[src/rtl/strum_key_decoder_pkg.sv]
`default_nettype none
// ============================================================================
//  Package  : strum_pkg
//  Purpose  : Shared PS/2 constants, default lane codes, lane type and the
//             prefix-decoder state encoding for the note-lane key decoder.
//  Revision : 1.0 - initial release
// ============================================================================
package strum_pkg;

    // PS/2 set-2 prefix bytes
    localparam logic [7:0] PS2_BREAK = 8'hF0;
    localparam logic [7:0] PS2_EXT   = 8'hE0;

    // Default make codes for the four lanes (A, S, D, F)
    localparam logic [7:0] LANE0_DEFAULT = 8'h1C;
    localparam logic [7:0] LANE1_DEFAULT = 8'h1B;
    localparam logic [7:0] LANE2_DEFAULT = 8'h23;
    localparam logic [7:0] LANE3_DEFAULT = 8'h2B;

    typedef logic [1:0] lane_t;

    // Prefix decoder states; the width is fixed at two bits
    typedef enum logic [1:0] {
        IDLE    = 2'd0,
        BRK     = 2'd1,
        EXT     = 2'd2,
        EXT_BRK = 2'd3
    } dec_state_t;

endpackage : strum_pkg
`default_nettype wire

[src/rtl/key_event_fifo.sv]
`default_nettype none
// ============================================================================
//  Module   : key_event_fifo
//  Purpose  : Generic synchronous FIFO. A push into a full FIFO is dropped and
//             reported on a one-cycle drop strobe unless a pop happens in the
//             same cycle, in which case both succeed. Read data is taken from
//             the registered read pointer, so it holds steady until popped.
//  Revision : 1.0 - initial release
// ============================================================================
module key_event_fifo #(
    parameter int WIDTH = 2,
    parameter int DEPTH = 4
) (
    input  logic                     clk,
    input  logic                     reset,
    input  logic                     push_i,
    input  logic [WIDTH-1:0]         data_i,
    input  logic                     pop_i,
    output logic [WIDTH-1:0]         data_o,
    output logic                     full_o,
    output logic                     empty_o,
    output logic [$clog2(DEPTH):0]   count_o,
    output logic                     drop_o
);

    localparam int AW = $clog2(DEPTH);
    localparam logic [AW:0] FULL_COUNT = (AW+1)'(DEPTH);

    logic [WIDTH-1:0] mem_q [DEPTH];
    logic [AW-1:0]    wr_ptr_q;
    logic [AW-1:0]    rd_ptr_q;
    logic [AW:0]      count_q;
    logic [AW:0]      count_d;

    logic             do_push;
    logic             do_pop;
    logic             full_w;
    logic             empty_w;

    assign full_w  = (count_q == FULL_COUNT);
    assign empty_w = (count_q == '0);

    // Qualify the handshake: pops only from a non-empty FIFO, pushes only
    // when a slot is free or is being freed by a same-cycle pop.
    always_comb begin
        do_pop  = pop_i && !empty_w;
        do_push = push_i && (!full_w || do_pop);
        drop_o  = push_i && full_w && !do_pop;
        count_d = count_q;
        case ({do_push, do_pop})
            2'b10:   count_d = count_q + 1'b1;
            2'b01:   count_d = count_q - 1'b1;
            default: count_d = count_q;
        endcase
    end

    // Storage, pointers and occupancy; power-of-two depth lets pointers wrap
    always_ff @(posedge clk) begin
        if (reset) begin
            wr_ptr_q <= '0;
            rd_ptr_q <= '0;
            count_q  <= '0;
            for (int i = 0; i < DEPTH; i++) begin
                mem_q[i] <= '0;
            end
        end else begin
            if (do_push) begin
                mem_q[wr_ptr_q] <= data_i;
                wr_ptr_q        <= wr_ptr_q + 1'b1;
            end
            if (do_pop) begin
                rd_ptr_q <= rd_ptr_q + 1'b1;
            end
            count_q <= count_d;
        end
    end

    assign data_o  = mem_q[rd_ptr_q];
    assign full_o  = full_w;
    assign empty_o = empty_w;
    assign count_o = count_q;

endmodule : key_event_fifo
`default_nettype wire

[src/rtl/strum_key_decoder.sv]
`default_nettype none
// ============================================================================
//  Module   : strum_key_decoder
//  Purpose  : Converts PS/2 scan bytes into per-lane held state and a queue
//             of fresh key-press events. Strips F0/E0 prefixes, ignores all
//             extended keys, and suppresses typematic repeats.
//  Revision : 1.0 - initial release
// ============================================================================
module strum_key_decoder
    import strum_pkg::*;
#(
    parameter int         DEPTH      = 4,
    parameter logic [7:0] LANE0_CODE = LANE0_DEFAULT,
    parameter logic [7:0] LANE1_CODE = LANE1_DEFAULT,
    parameter logic [7:0] LANE2_CODE = LANE2_DEFAULT,
    parameter logic [7:0] LANE3_CODE = LANE3_DEFAULT
) (
    input  logic                     clk,
    input  logic                     reset,
    input  logic                     scan_done_tick,
    input  logic [7:0]               scan_code,
    output logic [3:0]               lane_held,
    output logic                     ev_valid,
    output logic [1:0]               ev_lane,
    input  logic                     ev_ready,
    output logic [$clog2(DEPTH):0]   ev_count,
    output logic                     overflow
);

    dec_state_t state_q;
    dec_state_t state_d;

    logic [3:0] lane_held_q;
    logic [3:0] lane_held_d;
    logic       overflow_q;

    logic       is_make;
    logic       is_break;
    logic       lane_hit;
    lane_t      lane_sel;
    logic       push;
    logic       fifo_drop;
    logic       fifo_full;
    logic       fifo_empty;
    lane_t      fifo_head;

    // Prefix state register
    always_ff @(posedge clk) begin
        if (reset) begin
            state_q <= IDLE;
        end else begin
            state_q <= state_d;
        end
    end

    // Prefix next-state: advances only on a received byte
    always_comb begin
        state_d = state_q;
        if (scan_done_tick) begin
            case (state_q)
                IDLE: begin
                    if (scan_code == PS2_BREAK) begin
                        state_d = BRK;
                    end else if (scan_code == PS2_EXT) begin
                        state_d = EXT;
                    end else begin
                        state_d = IDLE;
                    end
                end
                BRK:     state_d = IDLE;
                EXT:     state_d = (scan_code == PS2_BREAK) ? EXT_BRK : IDLE;
                EXT_BRK: state_d = IDLE;
                default: state_d = IDLE;
            endcase
        end
    end

    // Byte classification; extended makes/breaks never qualify
    always_comb begin
        is_make  = 1'b0;
        is_break = 1'b0;
        if (scan_done_tick) begin
            case (state_q)
                IDLE:    is_make  = (scan_code != PS2_BREAK) && (scan_code != PS2_EXT);
                BRK:     is_break = 1'b1;
                default: begin
                    is_make  = 1'b0;
                    is_break = 1'b0;
                end
            endcase
        end
    end

    // Map the byte onto a lane; a second F0 in BRK simply misses here
    always_comb begin
        lane_hit = 1'b1;
        lane_sel = 2'd0;
        if (scan_code == LANE0_CODE) begin
            lane_sel = 2'd0;
        end else if (scan_code == LANE1_CODE) begin
            lane_sel = 2'd1;
        end else if (scan_code == LANE2_CODE) begin
            lane_sel = 2'd2;
        end else if (scan_code == LANE3_CODE) begin
            lane_sel = 2'd3;
        end else begin
            lane_hit = 1'b0;
        end
    end

    // Held-state update; a make on an already-held lane is a typematic repeat
    always_comb begin
        lane_held_d = lane_held_q;
        push        = 1'b0;
        if (is_make && lane_hit && !lane_held_q[lane_sel]) begin
            lane_held_d[lane_sel] = 1'b1;
            push                  = 1'b1;
        end
        if (is_break && lane_hit) begin
            lane_held_d[lane_sel] = 1'b0;
        end
    end

    // Held lanes and the sticky overflow flag
    always_ff @(posedge clk) begin
        if (reset) begin
            lane_held_q <= '0;
            overflow_q  <= 1'b0;
        end else begin
            lane_held_q <= lane_held_d;
            overflow_q  <= overflow_q | fifo_drop;
        end
    end

    key_event_fifo #(
        .WIDTH (2),
        .DEPTH (DEPTH)
    ) u_fifo (
        .clk     (clk),
        .reset   (reset),
        .push_i  (push),
        .data_i  (lane_sel),
        .pop_i   (ev_ready),
        .data_o  (fifo_head),
        .full_o  (fifo_full),
        .empty_o (fifo_empty),
        .count_o (ev_count),
        .drop_o  (fifo_drop)
    );

    assign lane_held = lane_held_q;
    assign ev_valid  = !fifo_empty;
    assign ev_lane   = fifo_head;
    assign overflow  = overflow_q;

    // Full flag is not needed outside the FIFO; fold it in to keep it consumed
    logic unused_full;
    assign unused_full = fifo_full;

endmodule : strum_key_decoder
`default_nettype wire

[config.mk]
export PLATFORM = sky130hd
export DESIGN_NAME = strum_key_decoder
export DESIGN_NICKNAME = d
export VERILOG_FILES = /design/src/rtl/strum_key_decoder_pkg.sv /design/src/rtl/key_event_fifo.sv /design/src/rtl/strum_key_decoder.sv
export SDC_FILE = /design/constraint.sdc
export NUM_CORES = 1
export LEC_CHECK = 0
export ABC_AREA = 1
export ABC_CLOCK_PERIOD_IN_PS = 2680
export CORE_ASPECT_RATIO = 1.75
export CORE_MARGIN = 2
export CORE_UTILIZATION = 40
export CTS_BUF_LIST = sky130_fd_sc_hd__clkbuf_8
export DETAILED_ROUTE_END_ITERATION = 8
export GPL_TIMING_DRIVEN = 0
export PLACE_DENSITY_LB_ADDON = 0.08
export RECOVER_POWER = 100
export SKIP_CTS_REPAIR_TIMING = 1
export SLEW_MARGIN = 20
export SYNTH_ARGS = -nofsm -noshare
export SYNTH_HDL_FRONTEND = slang
export SYNTH_SLANG_ARGS = --single-unit
[constraint.sdc]
create_clock -name clk -period 2.68 [get_ports clk]
set_input_delay 0.536 -clock clk [delete_from_list [all_inputs] [get_ports clk]]
set_output_delay 0.536 -clock clk [all_outputs]
set_load 0.02 [all_outputs]
==> flow_metrics.env <==
export IMPL_synth_ff_latch_count=24
export IMPL_setup_viol=0
export IMPL_track_usage=0.164
export IMPL_drtIter0Drc=14
export IMPL_cts_made_buffers=3
export IMPL_clock_skew_ps=2.76
export IMPL_nets=228
export IMPL_vias_per_cell=4.96
export IMPL_startpoint="scan_done_tick"
export IMPL_port_buffers=22
export IMPL_clk_path_buf_depth=2
export IMPL_die_x_um=47.3
export IMPL_required_ps=2890
export IMPL_ys_types=26
export IMPL_drc=0
export IMPL_ff2ff_path_depth=14
export IMPL_vias=1270
export IMPL_busiest_layer="met2"
export IMPL_ant_nets=0
export IMPL_gp_congestion=0.797
export IMPL_period_minus_slack_ps=2480
export IMPL_finalHoldWorstSlack_ps=469
export IMPL_arrival_ps=2680
export IMPL_syn_area_per_cell_sq_um=7.38
export IMPL_finalWirelength_um=2960
export IMPL_fin_ws_ps=203
export IMPL_initial_core_util=0.418
export IMPL_rrSetupSlack_ps=610
export IMPL_worst_slew_pin_slew_ps=439
export IMPL_insertion_delay_ps=260
export IMPL_p_leak_uw=0.000805
export IMPL_io_pins=23
export IMPL_cts_max_level=1
export IMPL_coreArea_sq_um=3140
export IMPL_cap_violations=0
export IMPL_mappedNetlistArea_sq_um=1310
export IMPL_grtUsageMet2=0.324
export IMPL_num_rows=27
export IMPL_crit_fanout=4
export IMPL_grt_pass1_wl_um=4560
export IMPL_tritoncts="built"
export IMPL_drive_gt1_frac=0.141
export IMPL_synth_cells=178
export IMPL_met1_usage=0.145
export IMPL_dr_pass1_iters=4
export IMPL_antenna_found_initial=0
export IMPL_max_freq_mhz=404
export IMPL_area_growth_synth_to_final_pct=33.8
export IMPL_worstSetupEndpointType="flop"
export IMPL_chipHeight_um=79.8
export IMPL_clkTransAtPathRegs_ps=80
export IMPL_cp_start_kind="input pin"
export IMPL_finalHoldViolCount=0
export IMPL_min_period_over_period=0.924
export IMPL_grt_ovfl_total=0
export IMPL_root_buffer="clkbuf_8"
export IMPL_power_density_nw_per_um2=436
export IMPL_status="completed"
export IMPL_first_global_vias=1173
export IMPL_cts_num_sinks=24
export IMPL_n_antenna_cell=0
export IMPL_grt_start_max_net_pins=15
export IMPL_wl_per_cell_um=11.5
export IMPL_slew_headroom=0.707
export IMPL_seq_area_frac_synth=0.427
export IMPL_grt_util_met3=0.0181
export IMPL_hold_class="reg2reg"
export IMPL_rsz0062_at_grt="false"
export IMPL_dpl_hpwl_um=2320
export IMPL_ir_worst_vdd_uv=262
export IMPL_yosys_warnings=0
export IMPL_path_class="in2reg"
export IMPL_slew_viol_final=0
export IMPL_fillers=310
export IMPL_endpoint="u_fifo.count_o[1]"
export IMPL_synth_nets=192
export IMPL_dp_slack_ps=-501
export IMPL_r2r_end="u_fifo.count_o[1]"
export IMPL_r2r_start="state_q[0]"
export IMPL_dieArea_sq_um=3780
## worst max-delay path, stage by stage
cell and delay [ps]:
clkdlybuf4s50_1 520, nand3_1 130, nor2_1 120, nand2_1 60, inv_1 100, nand3_4 120
nor2_8 130, inv_2 50, ha_1 180, inv_2 70, fa_2 430, nor2_1 110
a21oi_1 50, nor2_1 90
## through the flow
step	utilization	instance area, sq um	power [uW]	cells	TNS [ps]
3_3_place_gp	0.505	1590	454	243	-1030
2_1_floorplan	-	1310	423	178	0
3_5_place_dp	0.505	1590	457	243	-1240
4_1_cts	0.528	1660	768	247	-435
5_1_grt	0.560	1760	793	256	0
6_report	0.560	1760	766	256	0
## synth_stat cells (all sizes together)
cell type,count,share of area
a21oi,8,0.030
a31oi,1,0.0048
clkbuf,1,0.0029
dfxtp,16,0.24
edfxtp,8,0.18
fa,1,0.015
ha,1,0.0095
inv,31,0.089
nand2,32,0.10
nand3,13,0.067
nand4,3,0.019
nor2,38,0.12
nor3,7,0.034
o211ai,1,0.0057
o21ai,15,0.057
o22ai,2,0.0095
## kinds of logic after synthesis
group,count (synthesis),synth area share
simple gates,93,0.350
buf+inv,32,0.0914
compound gates,27,0.108
flops,24,0.427
fa+ha+maj,2,0.0248
## placed cells by master, fill, tap and decap left out, types with 4 or more instances in the layout
master	instances
o21ai_0	14
nor2_1	32
a21oi_1	8
dlygate4sd3_1	12
nor2_4	4
nor3_1	6
buf_4	8
inv_1	28
dfxtp_1	16
nand3_1	10
dlymetal6s2s_1	7
edfxtp_1	8
nand2_1	28
## report_power, final
| part | internal (uW) | total (uW) | switching, uW |
|---|---|---|---|
| Clock | 200 | 313 | 113 |
| Sequential | 380 | 383 | 2.53 |
| Combinational | 29.7 | 70.5 | 40.7 |
## sequential cells by signal, indices dropped and copies added, names as in the netlist, named ones only
name / cells
state_q: 2
u_fifo.mem_q: 8
overflow: 1
u_fifo.wr_ptr_q: 2
u_fifo.rd_ptr_q: 2
u_fifo.count_o: 3
lane_held: 4
## metal layers
metal  part of all wire  up-vias
met3              0.027        6
met5                  0        -
li1                   -      644
met2               0.61       21
met1               0.35      599
met4              0.016        0
## worst min path at each step
stage                       startpoint            endpoint  slack, ps  depth (start not counted)
floorplan           u_fifo.rd_ptr_q[1]                flop        440                          2
global placement    u_fifo.rd_ptr_q[1]  u_fifo.rd_ptr_q[1]        460                          2
detailed placement  u_fifo.rd_ptr_q[1]  u_fifo.rd_ptr_q[1]        460                          2
CTS                 u_fifo.rd_ptr_q[1]  u_fifo.rd_ptr_q[1]        470                          2
global route        u_fifo.rd_ptr_q[1]                flop        490                          2
finish              u_fifo.rd_ptr_q[1]  u_fifo.rd_ptr_q[1]        470                          2
## area by class of cell
type                            count  area (sq um)  share of cell area
Clock buffer                        3          41.3              0.0235
Tap cell                           43          53.8              0.0306
Clock inverter                      1          30.0              0.0171
Timing Repair Buffer               31           295               0.168
Sequential cell                    24           561               0.319
Inverter                           31           116              0.0662
Buffer                              1          3.75             0.00214
Multi-Input combinational cell    122           657               0.374
No activity file was read; power rests on OpenSTA's default activity.
